File: config.mk
export PLATFORM = sky130hd
export DESIGN_NAME = sequence_cmd_arbiter
export DESIGN_NICKNAME = d
export VERILOG_FILES = /design/src/rtl/seq_pkg.sv /design/src/rtl/rr_arbiter.sv /design/src/rtl/sequence_cmd_arbiter.sv
export SDC_FILE = /design/constraint.sdc
export NUM_CORES = 1
export LEC_CHECK = 0
export CAP_MARGIN = 20
export CORE_MARGIN = 2
export CORE_UTILIZATION = 57
export CTS_BUF_LIST = sky130_fd_sc_hd__clkbuf_2
export DETAILED_ROUTE_END_ITERATION = 10
export PLACE_DENSITY = 0.88
export SYNTH_ARGS = -nofsm -noshare
export SYNTH_HDL_FRONTEND = slang
export SYNTH_SLANG_ARGS = --single-unit
File: constraint.sdc
create_clock -name clk -period 5.33 [get_ports clk]
set_input_delay 1.066 -clock clk [delete_from_list [all_inputs] [get_ports clk]]
set_output_delay 1.066 -clock clk [all_outputs]
set_load 0.01 [all_outputs]
File: src/rtl/seq_pkg.sv
`default_nettype none
// ============================================================================
// Module      : seq_pkg
// Description : Shared constants and state encoding for the sequence command
//               arbiter.
// Revision    : 1.0 - initial release
// ============================================================================
package seq_pkg;

    localparam int HDR_BYTES    = 3;
    localparam int MAX_LEN      = 255;
    localparam int MAX_PKT      = HDR_BYTES + MAX_LEN;
    localparam int SPACE_MARGIN = 2;

    typedef enum logic [4:0] {
        ST_IDLE = 5'b00001,
        ST_HDR  = 5'b00010,
        ST_DATA = 5'b00100,
        ST_PAD  = 5'b01000,
        ST_DONE = 5'b10000
    } state_e;

endpackage
`default_nettype wire

File: src/rtl/rr_arbiter.sv
`default_nettype none
// ============================================================================
// Module      : rr_arbiter
// Description : Combinational round-robin pick: first request at or after ptr.
// Revision    : 1.0 - initial release
// ============================================================================
module rr_arbiter #(
    parameter int NUM_SRC = 2
) (
    input  logic [NUM_SRC-1:0] req_i,
    input  logic [1:0]         ptr_i,
    output logic [NUM_SRC-1:0] gnt_o,
    output logic [1:0]         gnt_idx_o
);

    // Walk offsets from farthest to nearest so the nearest request wins last.
    always_comb begin
        gnt_o     = '0;
        gnt_idx_o = 2'd0;
        for (int off = NUM_SRC - 1; off >= 0; off--) begin
            if (req_i[(int'(ptr_i) + off) % NUM_SRC]) begin
                gnt_o                                  = '0;
                gnt_o[(int'(ptr_i) + off) % NUM_SRC]   = 1'b1;
                gnt_idx_o                              = 2'((int'(ptr_i) + off) % NUM_SRC);
            end
        end
    end

endmodule
`default_nettype wire

File: src/rtl/sequence_cmd_arbiter.sv
`default_nettype none
// ============================================================================
// Module      : sequence_cmd_arbiter
// Description : Round-robin packet arbiter sharing the sequence FIFO write port.
// Revision    : 1.0 - initial release
// ============================================================================
module sequence_cmd_arbiter
    import seq_pkg::*;
#(
    parameter int NUM_SRC    = 2,
    parameter int FIFO_DEPTH = 512,
    parameter int USEDW_W    = 9,
    parameter int TIMEOUT    = 1024
) (
    input  logic                 clk,
    input  logic                 rst,
    input  logic [NUM_SRC-1:0]   src_valid,
    input  logic [8*NUM_SRC-1:0] src_data,
    output logic [NUM_SRC-1:0]   src_ready,
    output logic [7:0]           seq_wrfifo_data,
    output logic                 seq_wrfifo_req,
    input  logic                 seq_wrfifo_full,
    input  logic [USEDW_W-1:0]   seq_wrfifo_usedw,
    output logic [1:0]           grant_id,
    output logic                 busy,
    output logic                 pkt_done,
    output logic                 timeout_err
);

    localparam int TMO_W = (TIMEOUT > 2) ? $clog2(TIMEOUT) : 1;

    state_e             state_q, state_d;
    logic [1:0]         rr_ptr_q, rr_ptr_d;
    logic [1:0]         grant_q, grant_d;
    logic [1:0]         hdr_cnt_q, hdr_cnt_d;
    logic [7:0]         data_cnt_q, data_cnt_d;
    logic [TMO_W-1:0]   tmo_cnt_q, tmo_cnt_d;
    logic               wr_req_q, wr_req_d;
    logic [7:0]         wr_data_q, wr_data_d;
    logic               pkt_done_q, pkt_done_d;
    logic               tmo_err_q, tmo_err_d;

    logic [NUM_SRC-1:0] w_rr_gnt;
    logic [1:0]         w_rr_idx;
    logic               w_space_ok;
    logic               w_xfer;
    logic               w_pad_last;
    logic [7:0]         w_src_byte;

    rr_arbiter #(
        .NUM_SRC   (NUM_SRC)
    ) u_rr_arbiter (
        .req_i     (src_valid),
        .ptr_i     (rr_ptr_q),
        .gnt_o     (w_rr_gnt),
        .gnt_idx_o (w_rr_idx)
    );

    // Margin covers writes still in flight when usedw is sampled.
    assign w_space_ok = (FIFO_DEPTH - int'(seq_wrfifo_usedw)) >= (MAX_PKT + SPACE_MARGIN);
    assign w_xfer     = |(src_valid & src_ready);

    always_comb begin
        src_ready  = '0;
        w_src_byte = 8'h00;
        for (int i = 0; i < NUM_SRC; i++) begin
            if (grant_q == 2'(i)) begin
                w_src_byte   = src_data[8*i +: 8];
                src_ready[i] = ((state_q == ST_HDR) || (state_q == ST_DATA)) && !seq_wrfifo_full;
            end
        end
    end

    always_comb begin
        state_d    = state_q;
        rr_ptr_d   = rr_ptr_q;
        grant_d    = grant_q;
        hdr_cnt_d  = hdr_cnt_q;
        data_cnt_d = data_cnt_q;
        tmo_cnt_d  = tmo_cnt_q;
        wr_req_d   = 1'b0;
        wr_data_d  = 8'h00;
        pkt_done_d = 1'b0;
        tmo_err_d  = 1'b0;
        w_pad_last = 1'b0;
        case (state_q)
            ST_IDLE: begin
                if ((|w_rr_gnt) && w_space_ok) begin
                    grant_d    = w_rr_idx;
                    hdr_cnt_d  = 2'd0;
                    data_cnt_d = 8'd0;
                    tmo_cnt_d  = '0;
                    state_d    = ST_HDR;
                end
            end
            ST_HDR, ST_DATA: begin
                if (w_xfer) begin
                    wr_req_d  = 1'b1;
                    wr_data_d = w_src_byte;
                    tmo_cnt_d = '0;
                    if (state_q == ST_HDR) begin
                        if (hdr_cnt_q == 2'd1) begin
                            data_cnt_d = w_src_byte;
                        end
                        hdr_cnt_d = hdr_cnt_q + 2'd1;
                        if (hdr_cnt_q == 2'(HDR_BYTES - 1)) begin
                            state_d = (data_cnt_q != 8'd0) ? ST_DATA : ST_DONE;
                        end
                    end else begin
                        data_cnt_d = data_cnt_q - 8'd1;
                        if (data_cnt_q == 8'd1) begin
                            state_d = ST_DONE;
                        end
                    end
                end else if (!seq_wrfifo_full) begin
                    if (tmo_cnt_q == TMO_W'(TIMEOUT - 1)) begin
                        state_d   = ST_PAD;
                        tmo_err_d = 1'b1;
                    end else begin
                        tmo_cnt_d = tmo_cnt_q + TMO_W'(1);
                    end
                end
            end
            ST_PAD: begin
                // Missing header bytes are padded first, then missing data.
                if (!seq_wrfifo_full) begin
                    wr_req_d = 1'b1;
                    if (hdr_cnt_q != 2'(HDR_BYTES)) begin
                        hdr_cnt_d  = hdr_cnt_q + 2'd1;
                        w_pad_last = (hdr_cnt_q == 2'(HDR_BYTES - 1)) && (data_cnt_q == 8'd0);
                    end else begin
                        data_cnt_d = data_cnt_q - 8'd1;
                        w_pad_last = (data_cnt_q == 8'd1);
                    end
                    if (w_pad_last) begin
                        state_d = ST_DONE;
                    end
                end
            end
            ST_DONE: begin
                pkt_done_d = 1'b1;
                rr_ptr_d   = (grant_q == 2'(NUM_SRC - 1)) ? 2'd0 : grant_q + 2'd1;
                state_d    = ST_IDLE;
            end
            default: begin
                state_d = ST_IDLE;
            end
        endcase
    end

    always_ff @(posedge clk) begin
        if (rst) begin
            state_q    <= ST_IDLE;
            rr_ptr_q   <= 2'd0;
            grant_q    <= 2'd0;
            hdr_cnt_q  <= 2'd0;
            data_cnt_q <= 8'd0;
            tmo_cnt_q  <= '0;
            wr_req_q   <= 1'b0;
            wr_data_q  <= 8'h00;
            pkt_done_q <= 1'b0;
            tmo_err_q  <= 1'b0;
        end else begin
            state_q    <= state_d;
            rr_ptr_q   <= rr_ptr_d;
            grant_q    <= grant_d;
            hdr_cnt_q  <= hdr_cnt_d;
            data_cnt_q <= data_cnt_d;
            tmo_cnt_q  <= tmo_cnt_d;
            wr_req_q   <= wr_req_d;
            wr_data_q  <= wr_data_d;
            pkt_done_q <= pkt_done_d;
            tmo_err_q  <= tmo_err_d;
        end
    end

    assign seq_wrfifo_data = wr_data_q;
    assign seq_wrfifo_req  = wr_req_q;
    assign grant_id        = grant_q;
    assign busy            = (state_q != ST_IDLE);
    assign pkt_done        = pkt_done_q;
    assign timeout_err     = tmo_err_q;

endmodule
`default_nettype wire

# Word-level counts from Yosys, hierarchy flattened
# Cells that the tools add are included.
# totals
inputBits	30
word_cells	127
register_bits	39
output_inout_bits	16
# classes
n_mux	55
eq_ne	25
n_reduce_logical	22
add_sub_neg	6
n_bitwise	4
order_cmp	5
# ops
cell	count
2-to-1 mux 8 bit	8
2-to-1 mux 5 bit	10
2-to-1 mux 10 bit	4
case mux 8 bit (3 select lines)	1
case mux 10 bit (2 select lines)	1
2-to-1 mux 2 bit	9
2-to-1 mux 1 bit	17
inequality test 2 bit, second input constant	8
case mux 5 bit (3 select lines)	1
inequality test 3 bit, second input constant	4
AND reduction 6 bit	2
>= comparator 11 x 10 -> 1 bit, second input constant	1
subtractor 10 x 9 -> 11 bit, first input constant	1
adder 10 x 1 -> 10 bit, second input constant	1
== test 10 bit, second input constant	1
== test 8 x 1 -> 1 bit, second input constant	1
zero test 8 bit	1
inequality test 4 bit, second input constant	2
nonzero test 8 bit	1
subtractor 8 x 1 -> 8 bit, second input constant	1
AND reduction 7 bit	1
case mux 2 bit (3 select lines)	1
OR reduction 2 bit	3
== test 5 x 1 -> 1 bit, second input constant	1
other kinds (28)	36

# Depth between registers and ports, before layout
# Gate-level depths: netlist of run 1.
# depth
depth_word	12
mapped_depth	9
depth_no_buf	6

# By module
# A second synthesis of run 1 with hierarchy kept.
# hier_totals
hier_cells	290
area_unflattened_um2	2414.8
# by_module_without_submodules
mod	cells_each	seq_area_each_um2	area_per_inst_um2	n_inst
sequence_cmd_arbiter	284	800.8	2377.3	1
rr_arbiter	6	0.0	37.5	1

# Worst setup path after synthesis of run 1
# Ideal clock, no wire load.
# synth_path
path_kind	input to output
from	input seq_wrfifo_full
to	output src_ready[1]
arrival_ns	1.620
stages	2
t_required_ns	4.264
n_path_buf	1
slack_ns	2.644
path_cell_list	clkbuf_1 nor3b_1
# synth_via
elab_chain_len	3
# synth_rtl
item	line_no	text
from (decl)	sequence_cmd_arbiter.sv:22	input logic seq_wrfifo_full,
zero test 1 bit	n/a	
logical AND 1 bit	sequence_cmd_arbiter.sv:69	src_ready[i] = ((state_q == ST_HDR) || (state_q == ST_DATA)) && !seq_wrfifo_full;
2-to-1 mux 1 bit	sequence_cmd_arbiter.sv:67	if (grant_q == 2'(i)) begin
to (decl)	sequence_cmd_arbiter.sv:19	output logic [NUM_SRC-1:0] src_ready,
# No other way between the ends.

# Final worst setup path of run 1
# layout_path
from	input seq_wrfifo_full
to	output src_ready[0]
# The elaborated chain is that of the path after synthesis.

==> results of run 1 <==
[power breakdown]
part	switching [W]	total, W	internal (W)
sequential	0.00000634	0.000295	0.000288
clock	0.0000989	0.000129	0.0000299
combinational	0.0000480	0.0000908	0.0000428
[final timing paths]
path | to | slack, ns | cells after the start
worst min-delay path | data_cnt_q[7] | 0.50 | 2
worst max register to register | data_cnt_q[2] | 2.87 | 5
worst min register to register | data_cnt_q[7] | 0.50 | 2
worst max-delay path | src_ready[0] | 1.73 | 3
[kinds of logic (layout without fill, tap and decap cells)]
logic type | count (synthesis) | in the layout | share of synthesized area [%]
AOI/OAI and AO/OA | 76 | 76 | 23.52
xor gates and xnor gates | 3 | 3 | 1.182
adders and majority gates | 6 | 6 | 3.376
buffers and inverters | 32 | 68 | 6.021
DFF | 38 | 38 | 34.21
muxes | 14 | 14 | 6.697
other | 1 | 1 | 0.1687
and+or+nand+nor | 101 | 101 | 24.82
[sequential cells by signal, indices dropped and copies added (netlist names)]
register         cells
data_cnt_q           8
grant_id             1
hdr_cnt_q            2
pkt_done             1
rr_ptr_q             1
seq_wrfifo_data      8
seq_wrfifo_req       1
state_q              5
timeout_err          1
tmo_cnt_q           10
[layer usage]
metal | GRT usage, % | vias up | part of all wire (%) | wire, um
li1 | - | 1070 | - | -
met1 | 35.92 | 997 | 48 | 2495
met2 | 40.13 | 93 | 43 | 2235
met3 | 7.264 | 11 | 8.0 | 415
met4 | 7.398 | 0 | 1.3 | 67
met5 | 0 | - | 0 | 0
[worst min-delay path, cell delays in order (launching register included)]
cell	delay (ns)
dfxtp_1	0.36
o31ai_1	0.06
a21oi_1	0.06
[synth_stat cells (5+ instances only)]
library cell	count
a21oi_1	22
dfxtp_1	38
nand2_1	12
clkbuf_1	10
o21ai_0	8
mux2i_1	12
and3_1	8
nand3_1	9
nor3_1	13
ha_1	6
nor2_1	28
o31ai_1	10
inv_1	15
buf_2	5
o211ai_1	9
o22ai_1	5
[stage by stage]
stage	hold WS [ns]	worst slack, ns	instance area, sq um
after CTS	0.4970	1.741	2695
after global routing	0.5240	1.672	2695
after detailed placement	0.4749	1.755	2654
after global placement	0.4699	1.761	2654
after floorplan	0.4462	2.644	2223
final	0.4987	1.734	2695
[final cells by class]
type / instances / area (sq um)
flip-flops and latches: 38 / 760.7
well taps: 48 / 60.06
multi-input cells: 201 / 1329
inverters: 15 / 56.30
clock inverters: 3 / 16.27
fillers: 289 / 1021
repair buffers: 45 / 447.9
clock buffers: 5 / 25.02
==> out/metrics.cfg, run 1 <==
[floorplan]
initial_utilization_pct = 59.83
die-area_sq_um = 4416
die_width_um = 66.46
core_area_sq_um = 3716
row_count = 22
die_h_um = 66.46
io_pins = 46

[final_layout]
final_common_cell = clkdlybuf4s50_1
diodes = 0
area_growth_pct = 21.22
final_cell_mix = clkdlybuf4s50_1, dfxtp_1, nor2_1
layout.nets = 342
fin_cells = 355
layout-drive-gt1-share_pct = 7.492
final_util_pct = 72.53

[logic_synthesis]
synth_flop_cell = dfxtp_1
ys_seq_elements = 38
async_flop_share_pct = 0
synth_edf_count = 0
synth_nets = 307
yosysTopAreaCell = dfxtp_1
yosysUniqueCellTypes = 60
ys_seq_area_share_pct = 34.21
synth.top_cell.area_share_pct = 34.21
synthesis.area_sq_um = 2223
synth.area.top_cells = dfxtp_1, mux2i_1, a21oi_1
synth_cells = 271
synth.avg_cell_area_sq_um = 8.204
yosys_warnings = 0

[clock_tree]
clk_latency_ns = 0.40
ctsHoldBuffers = 0
ctsResizeCount = 0
cts.sink_count = 38
cts_tree = yes
cts_root_buf = clkbuf_2
path_clk_slew_ns = 0.18
postCtsSetupRepairBufs = 0
clockBufferDepth = 2
numCtsBuffers = 5
htreeDepth = 2

[timing]
finalWorstPathRequiredPeriod_ns = 3.596
timing.fmax_mhz = 278.1
tns_ns = 0
rsz0062_at_grt = false
skew_ns = 0.01450
slew_headroom_pct = 39.04
tightestPinTransition_ns = 0.9115
slew_viol_final = 0
period_share_pct = 67.46
finalHoldViolCount = 0
finalSetupViolCount = 0

[setup_path]
worst_ep_required_time_ns = 4.26
cp_slowest_cell = clkdlybuf4s50_1
cp.arrival_ns = 2.53
cp_max_fo = 9
cpMostUsedCell = clkdlybuf4s50_1
crit_path_start = seq_wrfifo_full
cp-start-kind = primary input
worstSetupEndpointType = primary output
r2r_start = grant_id[0]
critPathMaxStageDelay_ns = 0.60
worst-path-buf-inv = 2
path_class = primary input to primary output
crit_family = buffers and inverters
crit_chain = clkdlybuf4s50_1, nor3_1, clkdlybuf4s50_1

[route]
via_per_inst = 6.115
antenna_left = 0
firstDrtPassIters = 5
wl_per_cell_um = 14.68
routed_wirelength_um = 5213
drtIter0Drc = 199
vias = 2171
post-route-drc-count = 0

[pwr]
vdd_drop_max_mv = 0.1573
power_density_nw_per_um2 = 190.8
fin_total_pwr_w = 0.0005142
power.static_leakage_nw = 0.9773

[placement]
port_buffers = 44
dp_hpwl_um = 3901
dp.cells = 347
place_congestion = 0.8979

[min_path]
worstHoldStart = data_cnt_q[7]
min_path_type = flop to flop

[global_routing]
antenna_found_initial = 0
grt_max_degree = 25
grt_usage_pct = 26.18
grt_remaining_overflow = 0
grt_pass1_wl_um = 8907
first_global_vias = 1978

[outcome]
status = completed

[run]
cap_violations = 0

(Power assumes the default switching activity.)
==> run 2, diff against run 1 <==
--- a/config.mk
+++ b/config.mk
@@ -7,10 +7,10 @@
 export LEC_CHECK = 0
 export CAP_MARGIN = 20
 export CORE_MARGIN = 2
-export CORE_UTILIZATION = 57
+export CORE_UTILIZATION = 53
 export CTS_BUF_LIST = sky130_fd_sc_hd__clkbuf_2
 export DETAILED_ROUTE_END_ITERATION = 10
-export PLACE_DENSITY = 0.88
+export PLACE_DENSITY = 0.82
 export SYNTH_ARGS = -nofsm -noshare
 export SYNTH_HDL_FRONTEND = slang
 export SYNTH_SLANG_ARGS = --single-unit
==> constraint.sdc (replaced) <==
create_clock -name clk -period 3.71 [get_ports clk]
set_input_delay 0.742 -clock clk [delete_from_list [all_inputs] [get_ports clk]]
set_output_delay 0.742 -clock clk [all_outputs]
set_load 0.01 [all_outputs]
==> out/metrics.cfg, run 2 (same netlist as run 1, synthesis figures left out) <==
[run]
cap_violations = 0  ; unchanged

[clock_tree]
ctsHoldBuffers = 0  ; unchanged
numCtsBuffers = 5  ; unchanged
postCtsSetupRepairBufs = 0  ; unchanged
clockBufferDepth = 2  ; unchanged
cts_root_buf = clkbuf_2  ; unchanged
clk_latency_ns = 0.39  ; was 0.40 ns
cts_tree = yes  ; unchanged
cts.sink_count = 38  ; unchanged
htreeDepth = 2  ; unchanged
ctsResizeCount = 0  ; unchanged
path_clk_slew_ns = 0.20  ; was 0.18 ns

[floorplan]
core_area_sq_um = 4029  ; was 3716 sq um
die_width_um = 68.77  ; was 66.46 um
row_count = 23  ; was 22
io_pins = 46  ; unchanged
die-area_sq_um = 4729  ; was 4416 sq um
initial_utilization_pct = 55.19  ; was 59.83%
die_h_um = 68.77  ; was 66.46 um

[final_layout]
largest_register_ffs = 10  ; unchanged
final_cell_mix = clkdlybuf4s50_1, dfxtp_1, nor2_1  ; unchanged
final_area_sq_um = 2723  ; was 2695 sq um
regMostFlops = tmo_cnt_q  ; unchanged
area_growth_pct = 22.45  ; was 21.22%
layout.nets = 343  ; was 342
diodes = 0  ; unchanged
layout-drive-gt1-share_pct = 7.492  ; unchanged
final_common_cell = clkdlybuf4s50_1  ; unchanged

[route]
post-route-drc-count = 0  ; unchanged
wl_per_cell_um = 14.89  ; was 14.68 um
via_per_inst = 6.084  ; was 6.115
drtIter0Drc = 207  ; was 199
firstDrtPassIters = 5  ; unchanged
antenna_left = 0  ; unchanged
vias = 2172  ; was 2171
routed_wirelength_um = 5316  ; was 5213 um

[setup_path]
worstSetupEndpointType = primary output  ; unchanged
critPathMaxStageDelay_ns = 0.57  ; was 0.60 ns
cp_slowest_cell = clkdlybuf4s50_1  ; unchanged
cp.arrival_ns = 2.32  ; was 2.53 ns
worst-path-buf-inv = 1  ; was 2
worst_ep_required_time_ns = 2.97  ; was 4.26 ns
crit_chain = nor3_1, nand2_1, nor3b_1, clkdlybuf4s50_1  ; was clkdlybuf4s50_1, nor3_1, clkdlybuf4s50_1
rr_worst_depth = 5  ; unchanged
worstSetupPathDepth = 4  ; was 3
cp_max_fo = 9  ; unchanged
crit_family = simple AND/OR/NAND/NOR gates  ; was buffers and inverters
cp-start-kind = flop  ; was primary input
path_class = flop to primary output  ; was primary input to primary output

[global_routing]
first_global_vias = 1961  ; was 1978
grtUsageMet2_pct = 39.30  ; was 40.13%
met3_usage_pct = 6.981  ; was 7.264%
grt_max_degree = 24  ; was 25
grt_pass1_wl_um = 8838  ; was 8907 um
top_usage_layer = met2  ; unchanged
grt_usage_pct = 25.11  ; was 26.18%
use_met1_pct = 32.33  ; was 35.92%
grt_remaining_overflow = 0  ; unchanged
antenna_found_initial = 0  ; unchanged

[timing]
finalSetupViolCount = 0  ; unchanged
slew_headroom_pct = 47.07  ; was 39.04%
timing.fmax_mhz = 326.2
rsz0062_at_grt = false  ; unchanged
finalWorstPathRequiredPeriod_ns = 3.066
slew_viol_final = 0  ; unchanged
tns_ns = 0  ; unchanged
skew_ns = 0.01743  ; was 0.01450 ns
period_share_pct = 82.64
finalHoldViolCount = 0  ; unchanged
tightestPinTransition_ns = 0.7939  ; was 0.9115 ns

[placement]
port_buffers = 44  ; unchanged
place_congestion = 0.9356  ; was 0.8979
place_area_sq_um = 2664  ; was 2654 sq um
dp_hpwl_um = 3909  ; was 3901 um

[min_path]
min_path_type = flop to flop  ; unchanged
hold_depth = 2  ; unchanged

[pwr]
vdd_drop_max_mv = 0.1794  ; was 0.1573 mV
power.static_leakage_nw = 0.9922  ; was 0.9773 nW
power_density_nw_per_um2 = 294.7  ; was 190.8 nW/um^2

[outcome]
status = completed  ; unchanged

## run 2: power breakdown
group | switching (W) | total (W) | leakage [nW] | internal [W]
Clock | 0.000139 | 0.000248 | 0.0365 | 0.000109
Sequential | 0.00000925 | 0.000423 | 0.307 | 0.000414
Combinational | 0.0000693 | 0.000132 | 0.649 | 0.0000622
Total | 0.000218 | 0.000802 | 0.992 | 0.000585
## run 2: worst reg2reg max path: cells and delay by family (launching register included)
family | cells | cell delay [ns]
AOI/OAI and AO/OA | 4 | 1.28
DFF | 1 | 0.84
muxes | 1 | 0.48
## run 2: final timing paths
check	start	endpoint	slack [ns]
hold reg to reg	data_cnt_q[4]	data_cnt_q[4]	0.50
setup / recovery	state_q[3]	src_ready[1]	0.64
setup reg to reg	grant_id[0]	data_cnt_q[6]	1.06
hold / removal	data_cnt_q[4]	data_cnt_q[4]	0.50
## run 2: through the flow
stage	util, %	instances	power [W]	hold slack, ns	setup slack (ns)
2_1_floorplan	-	271	0.0005081	0.4462	1.419
3_3_place_gp	66.12	350	0.0005584	0.4669	0.8391
3_5_place_dp	66.12	350	0.0005608	0.4662	0.7745
4_1_cts	67.58	357	0.0008033	0.4923	0.6145
5_1_grt	67.58	357	0.0008349	0.5065	0.3970
6_report	67.58	357	0.0008025	0.4980	0.6440
## run 2: per-layer routing
layer  up-vias  share of wire [%]
met5         -                  0
met4         0                2.0
met3        12                7.2
met2        97                 46
met1       998                 45
li1       1065                  -
## run 2: area by class of cell
class	instances	area, sq um
repair buffers	46	455.4
fillers	357	1306
clock buffers	5	25.02
flip-flops and latches	38	760.7
well taps	50	62.56
multi-input cells	201	1329
inverters	15	56.30
clock inverters	2	33.78
==> run 3, diff against run 2 <==
==> constraint.sdc (replaced) <==
create_clock -name clk -period 3 [get_ports clk]
set_input_delay 0.6 -clock clk [delete_from_list [all_inputs] [get_ports clk]]
set_output_delay 0.6 -clock clk [all_outputs]
set_load 0.01 [all_outputs]
==> out/metrics.cfg, run 3 (same netlist as run 1, synthesis figures left out) <==
[setup_path]
cp_slowest_cell = dfxtp_1  ; was clkdlybuf4s50_1
critPathMaxStageDelay_ns = 0.58  ; was 0.57 ns
crit_chain = xor2_1, nand2_1, nor3b_1, clkdlybuf4s50_1  ; was nor3_1, nand2_1, nor3b_1, clkdlybuf4s50_1
cp-start-kind = flop  ; unchanged
cp.arrival_ns = 2.22  ; was 2.32 ns
worst_ep_required_time_ns = 2.40  ; was 2.97 ns
path_class = flop to primary output  ; unchanged
worstSetupEndpointType = primary output  ; unchanged
cp_max_fo = 11  ; was 9

[global_routing]
grt_pass1_wl_um = 8845  ; was 8838 um
grt_max_degree = 24  ; unchanged
first_global_vias = 2033  ; was 1961
grt_usage_pct = 24.67  ; was 25.11%
antenna_found_initial = 0  ; unchanged
grt_remaining_overflow = 0  ; unchanged

[final_layout]
final_util_pct = 67.83  ; was 67.58%
layout-drive-gt1-share_pct = 8.974  ; was 7.492%
regMostFlops = tmo_cnt_q  ; unchanged
largest_register_ffs = 10  ; unchanged
layout.nets = 347  ; was 343
final_cell_mix = clkdlybuf4s50_1, dfxtp_1, nor2_1  ; unchanged
fillers = 362  ; was 357
diodes = 0  ; unchanged
area_growth_pct = 22.90  ; was 22.45%
final_common_cell = clkdlybuf4s50_1  ; unchanged

[clock_tree]
path_clk_slew_ns = 0.18  ; was 0.20 ns
ctsHoldBuffers = 0  ; unchanged
cts_root_buf = clkbuf_2  ; unchanged
cts.sink_count = 38  ; unchanged
clk_latency_ns = 0.41  ; was 0.39 ns
numCtsBuffers = 5  ; unchanged
ctsResizeCount = 0  ; unchanged
htreeDepth = 2  ; unchanged
clockBufferDepth = 2  ; unchanged
postCtsSetupRepairBufs = 0  ; unchanged
cts_tree = yes  ; unchanged

[floorplan]
die_h_um = 68.77  ; unchanged
row_count = 23  ; unchanged
initial_utilization_pct = 55.19  ; unchanged
core_area_sq_um = 4029  ; unchanged
die_width_um = 68.77  ; unchanged
io_pins = 46  ; unchanged
die-area_sq_um = 4729  ; unchanged

[route]
via_per_inst = 6.133  ; was 6.084
post-route-drc-count = 0  ; unchanged
vias = 2220  ; was 2172
met1Wirelength_um = 2386  ; was 2397 um
wl_met3_um = 404  ; was 382 um
antenna_left = 0  ; unchanged
firstDrtPassIters = 4  ; was 5
wl_per_cell_um = 14.79  ; was 14.89 um
top_layer_used = met4  ; unchanged
drtIter0Drc = 190  ; was 207
routed_wirelength_um = 5355  ; was 5316 um
wl_met2_um = 2461  ; was 2432 um

[timing]
slew_viol_final = 0  ; unchanged
slew_headroom_pct = 62.43  ; was 47.07%
setup_ws_ns = 0.1802  ; was 0.6440 ns
tightestPinTransition_ns = 0.5615  ; was 0.7939 ns
finalWorstPathRequiredPeriod_ns = 2.820
timing.fmax_mhz = 354.6
rsz0062_at_grt = false  ; unchanged
finalHoldViolCount = 0  ; unchanged
skew_ns = 0.01873  ; was 0.01743 ns
finalSetupViolCount = 0  ; unchanged
period_share_pct = 93.99
tns_ns = 0  ; unchanged

[pwr]
vdd_drop_max_mv = 0.2174  ; was 0.1794 mV
power.static_leakage_nw = 1.006  ; was 0.9922 nW
power_density_nw_per_um2 = 337.0  ; was 294.7 nW/um^2

[run]
cap_violations = 0  ; unchanged

[outcome]
status = completed  ; unchanged

[placement]
port_buffers = 44  ; unchanged
dp_hpwl_um = 3931  ; was 3909 um
pre_cts_slack_ns = 0.3271  ; was 0.7745 ns
place_congestion = 0.9602  ; was 0.9356

[min_path]
min_path_type = flop to flop  ; unchanged

==> run 3: cell types whose count changed in the layout (fill, tap and decap cells not counted), sizes merged <==
cell / previous run / this run
buf: 2 / 6
clkinv: 1 / 2
clkbuf: 5 / 6
bufinv: 1 / 0
==> run 3: path summary, 6_finish.rpt <==
kind	startpoint	end	slack [ns]	depth (start not counted)
worst max-delay path	state_q[1]	src_ready[1]	0.18	4
worst min-delay path	data_cnt_q[7]	data_cnt_q[7]	0.50	2
worst max register to register	state_q[1]	tmo_cnt_q[6]	0.84	6
worst min register to register	data_cnt_q[7]	data_cnt_q[7]	0.50	2
==> run 3: layer usage <==
metal	track usage, %	vias up
met5	0	-
met4	8.333	0
met3	7.143	14
met2	38.82	87
met1	32.33	1043
li1	-	1076
==> run 3: power breakdown <==
part	total [W]	switching (W)	internal, W
registers	0.000521	0.00000911	0.000512
clock network	0.000229	0.000172	0.0000572
logic	0.000171	0.0000892	0.0000817
==> run 3: final cells by class <==
cell class	instances	area (sq um)	area share, %
clock buffer	6	30.03	1.099
clock inverter	2	8.758	0.3205
inverter	15	56.30	2.060
multi-input combinational	201	1329	48.63
sequential	38	760.7	27.84
tap	50	62.56	2.289
timing repair buffer	50	485.5	17.77
==> run 3: critical path: cells and delay by family (launching register included) <==
| kind | cells | cell delay (ns) |
|---|---|---|
| buffers and inverters | 1 | 0.56 |
| and+or+nand+nor | 2 | 0.31 |
| DFF | 1 | 0.58 |
| xor gates and xnor gates | 1 | 0.37 |
==> run 3: metrics by stage <==
stage                     power (W)  cells  cell area [sq um]  hold WS [ns]
after floorplan           0.0006283    271               2223        0.4462
after global placement    0.0006961    354               2694        0.4685
after detailed placement  0.0006999    354               2694        0.4650
after CTS                 0.0009277    362               2733        0.4906
after global routing      0.0009592    362               2733        0.5196
final                     0.0009209    362               2733        0.4973
